==> config.mk <==
export PLATFORM = sky130hd
export DESIGN_NAME = ps2_kbd_tx
export DESIGN_NICKNAME = d
export VERILOG_FILES = /design/src/rtl/ps2_kbd_tx_pkg.sv /design/src/rtl/ps2_kbd_tx_fifo.sv /design/src/rtl/ps2_kbd_tx.sv
export SDC_FILE = /design/constraint.sdc
export NUM_CORES = 1
export LEC_CHECK = 0
export BUFFER_PORTS_ARGS = -buffer_cell sky130_fd_sc_hd__buf_2
export CORE_ASPECT_RATIO = 0.9
export CORE_MARGIN = 8
export CORE_UTILIZATION = 60
export CTS_CLUSTER_DIAMETER = 150
export DETAILED_ROUTE_END_ITERATION = 16
export GPL_TIMING_DRIVEN = 0
export PLACE_DENSITY = 0.79
export SYNTH_ARGS = -nofsm -noshare
export SYNTH_HDL_FRONTEND = slang
export SYNTH_SLANG_ARGS = --single-unit
export TNS_END_PERCENT = 1
==> constraint.sdc <==
create_clock -name clk -period 4.1 [get_ports clk]
set_clock_uncertainty 0.1 [all_clocks]
set_input_delay 0.82 -clock clk [delete_from_list [all_inputs] [get_ports clk]]
set_output_delay 0.82 -clock clk [all_outputs]
set_load 0.01 [all_outputs]
==> src/rtl/ps2_kbd_tx_pkg.sv <==
// ps2_kbd_tx_pkg: shared FSM states, PS/2 frame constants and frame-bit helpers
package ps2_kbd_tx_pkg;

    typedef enum logic [2:0] {IDLE, BIT_HI, BIT_LO, GAP, HOLD} state_t;

    localparam int         FRAME_BITS = 11;
    localparam logic       START_BIT  = 1'b0;
    localparam logic       STOP_BIT   = 1'b1;
    localparam int         PARITY_IDX = 9;
    localparam logic [3:0] LAST_IDX   = 4'(FRAME_BITS - 1);

    function automatic logic odd_parity(input logic [7:0] d);
        return ~^d;
    endfunction

    function automatic logic frame_bit(input logic [7:0] d, input logic [3:0] i);
        logic [FRAME_BITS-1:0] f;
        f                = '1;
        f[0]             = START_BIT;
        f[8:1]           = d;
        f[PARITY_IDX]    = odd_parity(d);
        f[FRAME_BITS-1]  = STOP_BIT;
        return f[i];
    endfunction

endpackage

==> src/rtl/ps2_kbd_tx_fifo.sv <==
// ps2_kbd_tx_fifo: synchronous byte FIFO holding queued scancodes
module ps2_kbd_tx_fifo #(
    parameter int DEPTH = 4
) (
    input  logic                       clk,
    input  logic                       rst,
    input  logic                       push,
    input  logic [7:0]                 wr_data,
    input  logic                       pop,
    output logic [7:0]                 rd_data,
    output logic [$clog2(DEPTH+1)-1:0] count,
    output logic                       full,
    output logic                       empty
);
    localparam int AW = $clog2(DEPTH);
    localparam int CW = $clog2(DEPTH + 1);
    localparam logic [CW-1:0] FULL_CNT = CW'(DEPTH);

    logic [7:0]    mem [DEPTH];
    logic [AW-1:0] wr_ptr;
    logic [AW-1:0] rd_ptr;
    logic          do_push;
    logic          do_pop;

    assign full    = count == FULL_CNT;
    assign empty   = count == '0;
    assign rd_data = mem[rd_ptr];
    assign do_push = push & ~full;
    assign do_pop  = pop & ~empty;

    // pointer, storage and occupancy update; push blocked while full even if popping
    always_ff @(posedge clk) begin
        if (!rst) begin
            wr_ptr <= '0;
            rd_ptr <= '0;
            count  <= '0;
        end else begin
            if (do_push) begin
                mem[wr_ptr] <= wr_data;
                wr_ptr      <= wr_ptr + 1'b1;
            end
            if (do_pop)
                rd_ptr <= rd_ptr + 1'b1;
            count <= count + CW'(do_push) - CW'(do_pop);
        end
    end

endmodule

==> src/rtl/ps2_kbd_tx.sv <==
// ps2_kbd_tx: device-side PS/2 keyboard transmitter with byte FIFO
module ps2_kbd_tx
    import ps2_kbd_tx_pkg::*;
#(
    parameter int CLK_DIV    = 1667,
    parameter int GAP_CYCLES = 3334,
    parameter int FIFO_DEPTH = 4
) (
    input  logic                            clk,
    input  logic                            rst,
    input  logic [7:0]                      in_data,
    input  logic                            in_valid,
    output logic                            in_ready,
    input  logic                            inhibit,
    output logic                            ps2_clk,
    output logic                            ps2_data,
    output logic                            busy,
    output logic                            frame_done,
    output logic [$clog2(FIFO_DEPTH+1)-1:0] fifo_count
);
    localparam int CMAX = (CLK_DIV > GAP_CYCLES) ? CLK_DIV : GAP_CYCLES;
    localparam int CW   = $clog2(CMAX);
    localparam logic [CW-1:0] DIV_LAST = CW'(CLK_DIV - 1);
    localparam logic [CW-1:0] DONE_AT  = CW'(CLK_DIV - 2);
    localparam logic [CW-1:0] GAP_LAST = CW'(GAP_CYCLES - 1);

    state_t        state;
    logic [3:0]    idx;
    logic [CW-1:0] cnt;
    logic [7:0]    head;
    logic          fifo_full;
    logic          fifo_empty;
    logic          pop;
    logic          abort;

    assign in_ready = ~fifo_full;
    assign busy     = state != IDLE;
    assign pop      = (state == BIT_LO) && (idx == LAST_IDX) && (cnt == DIV_LAST);
    assign abort    = inhibit && (state == BIT_HI || state == BIT_LO) && (idx != LAST_IDX);

    ps2_kbd_tx_fifo #(.DEPTH(FIFO_DEPTH)) u_fifo (
        .clk     (clk),
        .rst     (rst),
        .push    (in_valid),
        .wr_data (in_data),
        .pop     (pop),
        .rd_data (head),
        .count   (fifo_count),
        .full    (fifo_full),
        .empty   (fifo_empty)
    );

    // frame sequencer: divider, bit index and registered line drivers
    always_ff @(posedge clk) begin
        if (!rst) begin
            state      <= IDLE;
            idx        <= '0;
            cnt        <= '0;
            ps2_clk    <= 1'b1;
            ps2_data   <= 1'b1;
            frame_done <= 1'b0;
        end else begin
            frame_done <= (state == BIT_LO) && (idx == LAST_IDX) && (cnt == DONE_AT);
            if (abort) begin
                state    <= HOLD;
                cnt      <= '0;
                ps2_clk  <= 1'b1;
                ps2_data <= 1'b1;
            end else begin
                case (state)
                    IDLE: if (!fifo_empty && !inhibit) begin
                        state    <= BIT_HI;
                        idx      <= '0;
                        cnt      <= '0;
                        ps2_data <= frame_bit(head, 4'd0);
                    end
                    BIT_HI: if (cnt == DIV_LAST) begin
                        state   <= BIT_LO;
                        cnt     <= '0;
                        ps2_clk <= 1'b0;
                    end else cnt <= cnt + 1'b1;
                    BIT_LO: if (cnt == DIV_LAST) begin
                        cnt     <= '0;
                        ps2_clk <= 1'b1;
                        if (idx == LAST_IDX) begin
                            state    <= GAP;
                            ps2_data <= 1'b1;
                        end else begin
                            state    <= BIT_HI;
                            idx      <= idx + 1'b1;
                            ps2_data <= frame_bit(head, idx + 1'b1);
                        end
                    end else cnt <= cnt + 1'b1;
                    GAP: if (cnt == GAP_LAST) begin
                        state <= IDLE;
                        cnt   <= '0;
                    end else cnt <= cnt + 1'b1;
                    HOLD: if (!inhibit) begin
                        state <= GAP;
                        cnt   <= '0;
                    end
                    default: begin
                        state    <= IDLE;
                        cnt      <= '0;
                        ps2_clk  <= 1'b1;
                        ps2_data <= 1'b1;
                    end
                endcase
            end
        end
    end

endmodule

# Word-level counts from Yosys, hierarchy flattened
# Memory sizes are Yosys's and may differ from the RTL's. A register that Yosys moved wholly into a read port is not among the register bits.
# Index checks and enable logic that the tools add are counted.
[totals]
ff_bits = 29
latch_bits = 0
ram_bits = 32
rom_bits = 0
inputBits = 12
word_cells = 102
memories = 1
[classes]
addsub = 6
n_mul = 0
div_mod_pow = 0
order_cmp = 1
eq_ne = 21
shift = 0
n_mux = 31
n_bitwise = 8
n_reduce_logical = 24
[memory_table]
columns = ["name", "words", "word_bits", "read_ports", "rd_clocked_by_memory_dff", "wr", "line_no", "source"]
rows = [
  ["u_fifo.mem", 4, 8, 1, 1, 1, "ps2_kbd_tx_fifo.sv:19", "logic [7:0] mem [DEPTH];"],
]
[ops]
columns = ["cell", "count"]
rows = [
  ["$mux W12", 4],
  ["$pmux W12 S4", 1],
  ["$eq A12 B11 Y1 const B", 2],
  ["$mux W3", 6],
  ["$pmux W3 S5", 1],
  ["$reduce_and A5 Y1", 3],
  ["$add A12 B1 Y12 const B", 1],
  ["$eq A12 B12 Y1 const B", 1],
  ["$mux W4", 3],
  ["$mux W1", 9],
  ["$ne A3 B3 Y1 const B", 3],
  ["$ne A2 B2 Y1 const B", 4],
  ["$pmux W4 S2", 1],
  ["$reduce_xnor A8 Y1", 1],
  ["$eq A3 B2 Y1 const B", 2],
  ["$eq A3 B3 Y1 const B", 2],
  ["$logic_and A1 B1 Y1", 6],
  ["$logic_not A3 Y1", 2],
  ["$mux W2", 3],
  ["$ne A3 B2 Y1 const B", 2],
  ["$not A1 Y1", 6],
  ["$pmux W1 S3", 2],
  ["$reduce_and A3 Y1", 2],
  ["$reduce_or A3 Y1", 2],
  ["17 further kinds", 22],
]

# Depth between registers and ports, before layout
[logic_depth]
ltp_word = 6
mapped_depth = 13

# Cells and area by module
# Synthesis repeated with hierarchy kept, for this count alone.
[unflattened]
hier_cells = 279
area_unflattened_um2 = 3233.1
[modules_own_cells]
columns = ["module", "n_inst", "cells_each", "area_each_um2", "seq_area_each_um2"]
rows = [
  ["ps2_kbd_tx_fifo", 1, 92, 1637.8, 1141.1],
  ["ps2_kbd_tx", 1, 187, 1595.3, 440.4],
]

# Worst setup path before layout
# Ideal clock, no wire load.
[synth_timing]
path_type = "reg2reg"
from = "register cnt[3]"
to = "register u_fifo.count[2]"
arrival_time_ns = 2.482
path_slack_ns = 1.390
stages_incl_launch_ff = 13
path_cell_list = "dfxtp_1 > nor4_2 > and2_1 > nand3_1 > nor3_1 > ha_1 > inv_1 > ha_1 > inv_1 > fa_1 > xor2_1 > xnor2_1 > nor2_1"
[synth_via]
elab_chain_len = 4
[synth_lines]
columns = ["item", "line_no", "source"]
rows = [
  ["from (decl)", "ps2_kbd_tx.sv:29", "logic [CW-1:0] cnt;"],
  ["from (signal assigned)", "ps2_kbd_tx.sv:81", "end else cnt <= cnt + 1'b1;"],
  ["from (signal assigned)", "ps2_kbd_tx.sv:93", "end else cnt <= cnt + 1'b1;"],
  ["from (signal assigned)", "ps2_kbd_tx.sv:97", "end else cnt <= cnt + 1'b1;"],
  ["$eq A12 B11 Y1", "ps2_kbd_tx.sv:38", "assign pop = (state == BIT_LO) && (idx == LAST_IDX) && (cnt == DIV_LAST);"],
  ["$logic_and A1 B1 Y1", "ps2_kbd_tx.sv:38", ""],
  ["$and A1 B1 Y1", "ps2_kbd_tx_fifo.sv:29", "assign do_pop = pop & ~empty;"],
  ["net u_fifo.do_pop", "ps2_kbd_tx_fifo.sv:23", "logic do_pop;"],
  ["$sub A3 B1 Y3", "ps2_kbd_tx_fifo.sv:44", "count <= count + CW'(do_push) - CW'(do_pop);"],
  ["to (signal assigned)", "ps2_kbd_tx_fifo.sv:44", ""],
  ["to (decl)", "ps2_kbd_tx_fifo.sv:11", "output logic [$clog2(DEPTH+1)-1:0] count,"],
]
# The timed path passes the listed nets, and every way through them passes these cells.
# A chain may end at the register's enable or synchronous reset.

# Worst setup path in the final report
# Same ends and word-level chain as after synthesis.

==> metrics.csv <==
metric,value,unit
highest metal used,met4,
H-Tree Depth,3,
max-slew violation count,0,
syn nets,303,
multi-input logic area,0.00149,mm2
Netlist cell types,52,
IO Port Bufs,19,
CP Capture Type,flop,
CTS Buf Count,9,
Yosys top cell by area,edfxtp_1,
Fill cells,397,
fin nets,333,
CP startpoint kind,flop,
"Clk Latency, worst-skew pair",0.34,ns
Seq cells post-synth,63,
Worst Path Buf+Inv,2,
number of global-route vias before repair,2087,
DP Cell Count,365,
first drt pass iteration count,4,
Synth async-reset ratio,0,
CP peak stage delay,0.40,ns
max-cap violation count,0,
status,"finished, final reports clean",
Initial Util,0.613,
Antenna Cells,0,
sequential cell area,0.00158,mm2
Worst Tran Pin Value,0.851,ns
setup tns final,0,ns
Resize count post-CTS,0,
final hold vios,0,
cell area after synthesis,0.00318,mm2
row cnt,25,
First DRT Iteration DRCs,124,
Post-synth top flop,edfxtp_1,
Crit Path Category,flop to flop,
Final Cycle Share,0.759,
Die W,92.8,um
Die Y-Extent,85.1,um
Post-Synthesis Cells,279,
CTS max path bufs,2,
Pleak,1.34,nW
Final min period,3.11,ns
P per Cell Area,491,mW/mm2
"Seq/Total Area, Yosys",0.497,
Syn-to-layout area delta,12.8,%
WL/cell,16.5,um
commonest cells in the netlist,"edfxtp_1 (32), dfxtp_1 (31), nor2_1 (29)",
hold-fix buffers at CTS,0,
overall routing resource usage,0.165,
"Cell Chain, Critical Path",nor4_2 -> and2_1 -> nand3_1 -> nor3_1 -> ha_1 -> inv_1 -> ha_1 -> inv_1 -> fa_1 -> xor2_1 -> xnor2_1 -> nor2_1,
Clock Pin Slew Worst Setup and Hold Paths,0.07,ns
layout cells sized above 1,0.150,
gr ovfl total,0,
"top cells by area, synth","edfxtp_1 (30%), dfxtp_1 (20%), xnor2_1 (6.9%)",
vias per std cell,5.71,
"Avg Cell Area, Syn",11.4,um2
wire length on met2,2.89,mm
WHS,0.405,ns
CTS tree,built,
Post-synth EDFFs,32,
cell with the most instances after synthesis,edfxtp_1,
initial antenna violation count,0,
GPL Wtd Cong,0.859,
core area,0.00519,mm2
Max VDD drop,406,uV
Layout Cells excl Fill,381,
CP top delay family,simple AND/OR/NAND/NOR gates,
Post-DRT Antenna Nets,0,
postcts setup bufs,0,
worst hold path class,flop to flop,
Syn. warnings,0,
Fmax,0.321,GHz
Routed WL,6.28,mm
final setup fails,0,
crit path DAT,3.22,ns
top-area cell type share of the netlist area,0.302,
largest net degree at the start of global routing,14,
root buffer cell,clkbuf_8,
met3 wire length,287,um
Die ar.,0.00789,mm2
Final HPWL DP,4.57,mm
DRC,0,
crit-path max FO,4,
post-route met1 wirelength,3.02,mm
first-pass GRT wire length,10.2,mm
slew margin rel.,0.425,
CP max stage cell,nor4_2,
RSZ-0062 raised after global routing,no,
via count,2177,
critical path required time,4.21,ns
IO Count,20,
Sinks on Clock Net,63,
## final timing paths
kind	slack, ns	cells after the start	start	end
worst min-delay path	0.41	2	idx[1]$_SDFFE_PN0P_	idx[1]$_SDFFE_PN0P_
worst min register to register	0.41	2	idx[1]$_SDFFE_PN0P_	idx[1]$_SDFFE_PN0P_
worst max register to register	0.99	12	cnt[3]$_SDFFE_PP0P_	u_fifo.count[2]$_SDFF_PN0_
worst max-delay path	0.99	12	cnt[3]$_SDFFE_PP0P_	u_fifo.count[2]$_SDFF_PN0_
## cell usage in the layout, fill, tap and decap left out, types with 3 or more instances in the layout
master / instances
buf_2: 20
and2_1: 4
clkbuf_1: 5
nor3_1: 3
nor4_1: 4
nand4_1: 4
or3_1: 4
inv_1: 14
mux4_1: 5
and3_1: 12
nor2b_1: 5
nand2_1: 14
xor2_1: 10
a21oi_1: 7
nor2_1: 29
nand3_1: 6
clkinv_4: 3
o21ai_0: 4
edfxtp_1: 32
mux2i_1: 12
dfxtp_1: 31
clkbuf_8: 9
xnor2_1: 25
ha_1: 11
## stage by stage
step	instance area (um2)	utilization	worst slack, ns	power [W]
after floorplan	3180	-	1.39	0.00106
after global placement	3360	0.647	1.11	0.00115
after detailed placement	3360	0.647	1.03	0.00117
after CTS	3590	0.691	0.985	0.00178
after global routing	3590	0.691	0.799	0.00185
final	3590	0.691	0.987	0.00176
## cell families after synthesis
family / Yosys count / synth area share
flops: 63 / 0.497
mux: 19 / 0.0932
xor+xnor: 35 / 0.0963
fa+ha+maj: 12 / 0.0495
compound gates: 29 / 0.0665
buf+inv: 24 / 0.0358
simple gates: 97 / 0.162
## worst register-to-register path: cells and delay by family, from the launching register on
kind	cells	cell delay (ns)
xor+xnor	2	0.34
fa+ha+maj	3	0.81
buf+inv	2	0.11
flops	1	0.35
simple gates	5	1.29
## cell type report
class	count	share of cell area
Clock buffer	9	0.0345
Buffer	10	0.0171
Clock inverter	7	0.0289
Tap cell	67	0.0234
Multi-Input combinational cell	192	0.414
Sequential cell	63	0.441
Timing Repair Buffer	19	0.0265
Inverter	14	0.0146
## routing by layer
| metal | up-vias | track usage |
|---|---|---|
| met5 | - | 0 |
| met2 | 54 | 0.255 |
| li1 | 1072 | - |
| met1 | 1044 | 0.206 |
| met3 | 7 | 0.0511 |
| met4 | 0 | 0.0746 |
## flip-flops by register name (all words and copies together) (netlist names), named ones only
| signal | count |
|---|---|
| u_fifo.mem | 32 |
| cnt | 12 |
| idx | 4 |
| state | 3 |
| u_fifo.count | 3 |
| u_fifo.rd_ptr | 2 |
| u_fifo.wr_ptr | 2 |
| frame_done | 1 |
| ps2_clk | 1 |
| ps2_data | 1 |
## report_power, final
group / switching, W / internal (W) / total [W]
logic: 0.000235 / 0.000167 / 0.000402
registers: 0.0000423 / 0.000710 / 0.000752
clock network: 0.000259 / 0.000350 / 0.000609
(Power assumes the default switching activity.)
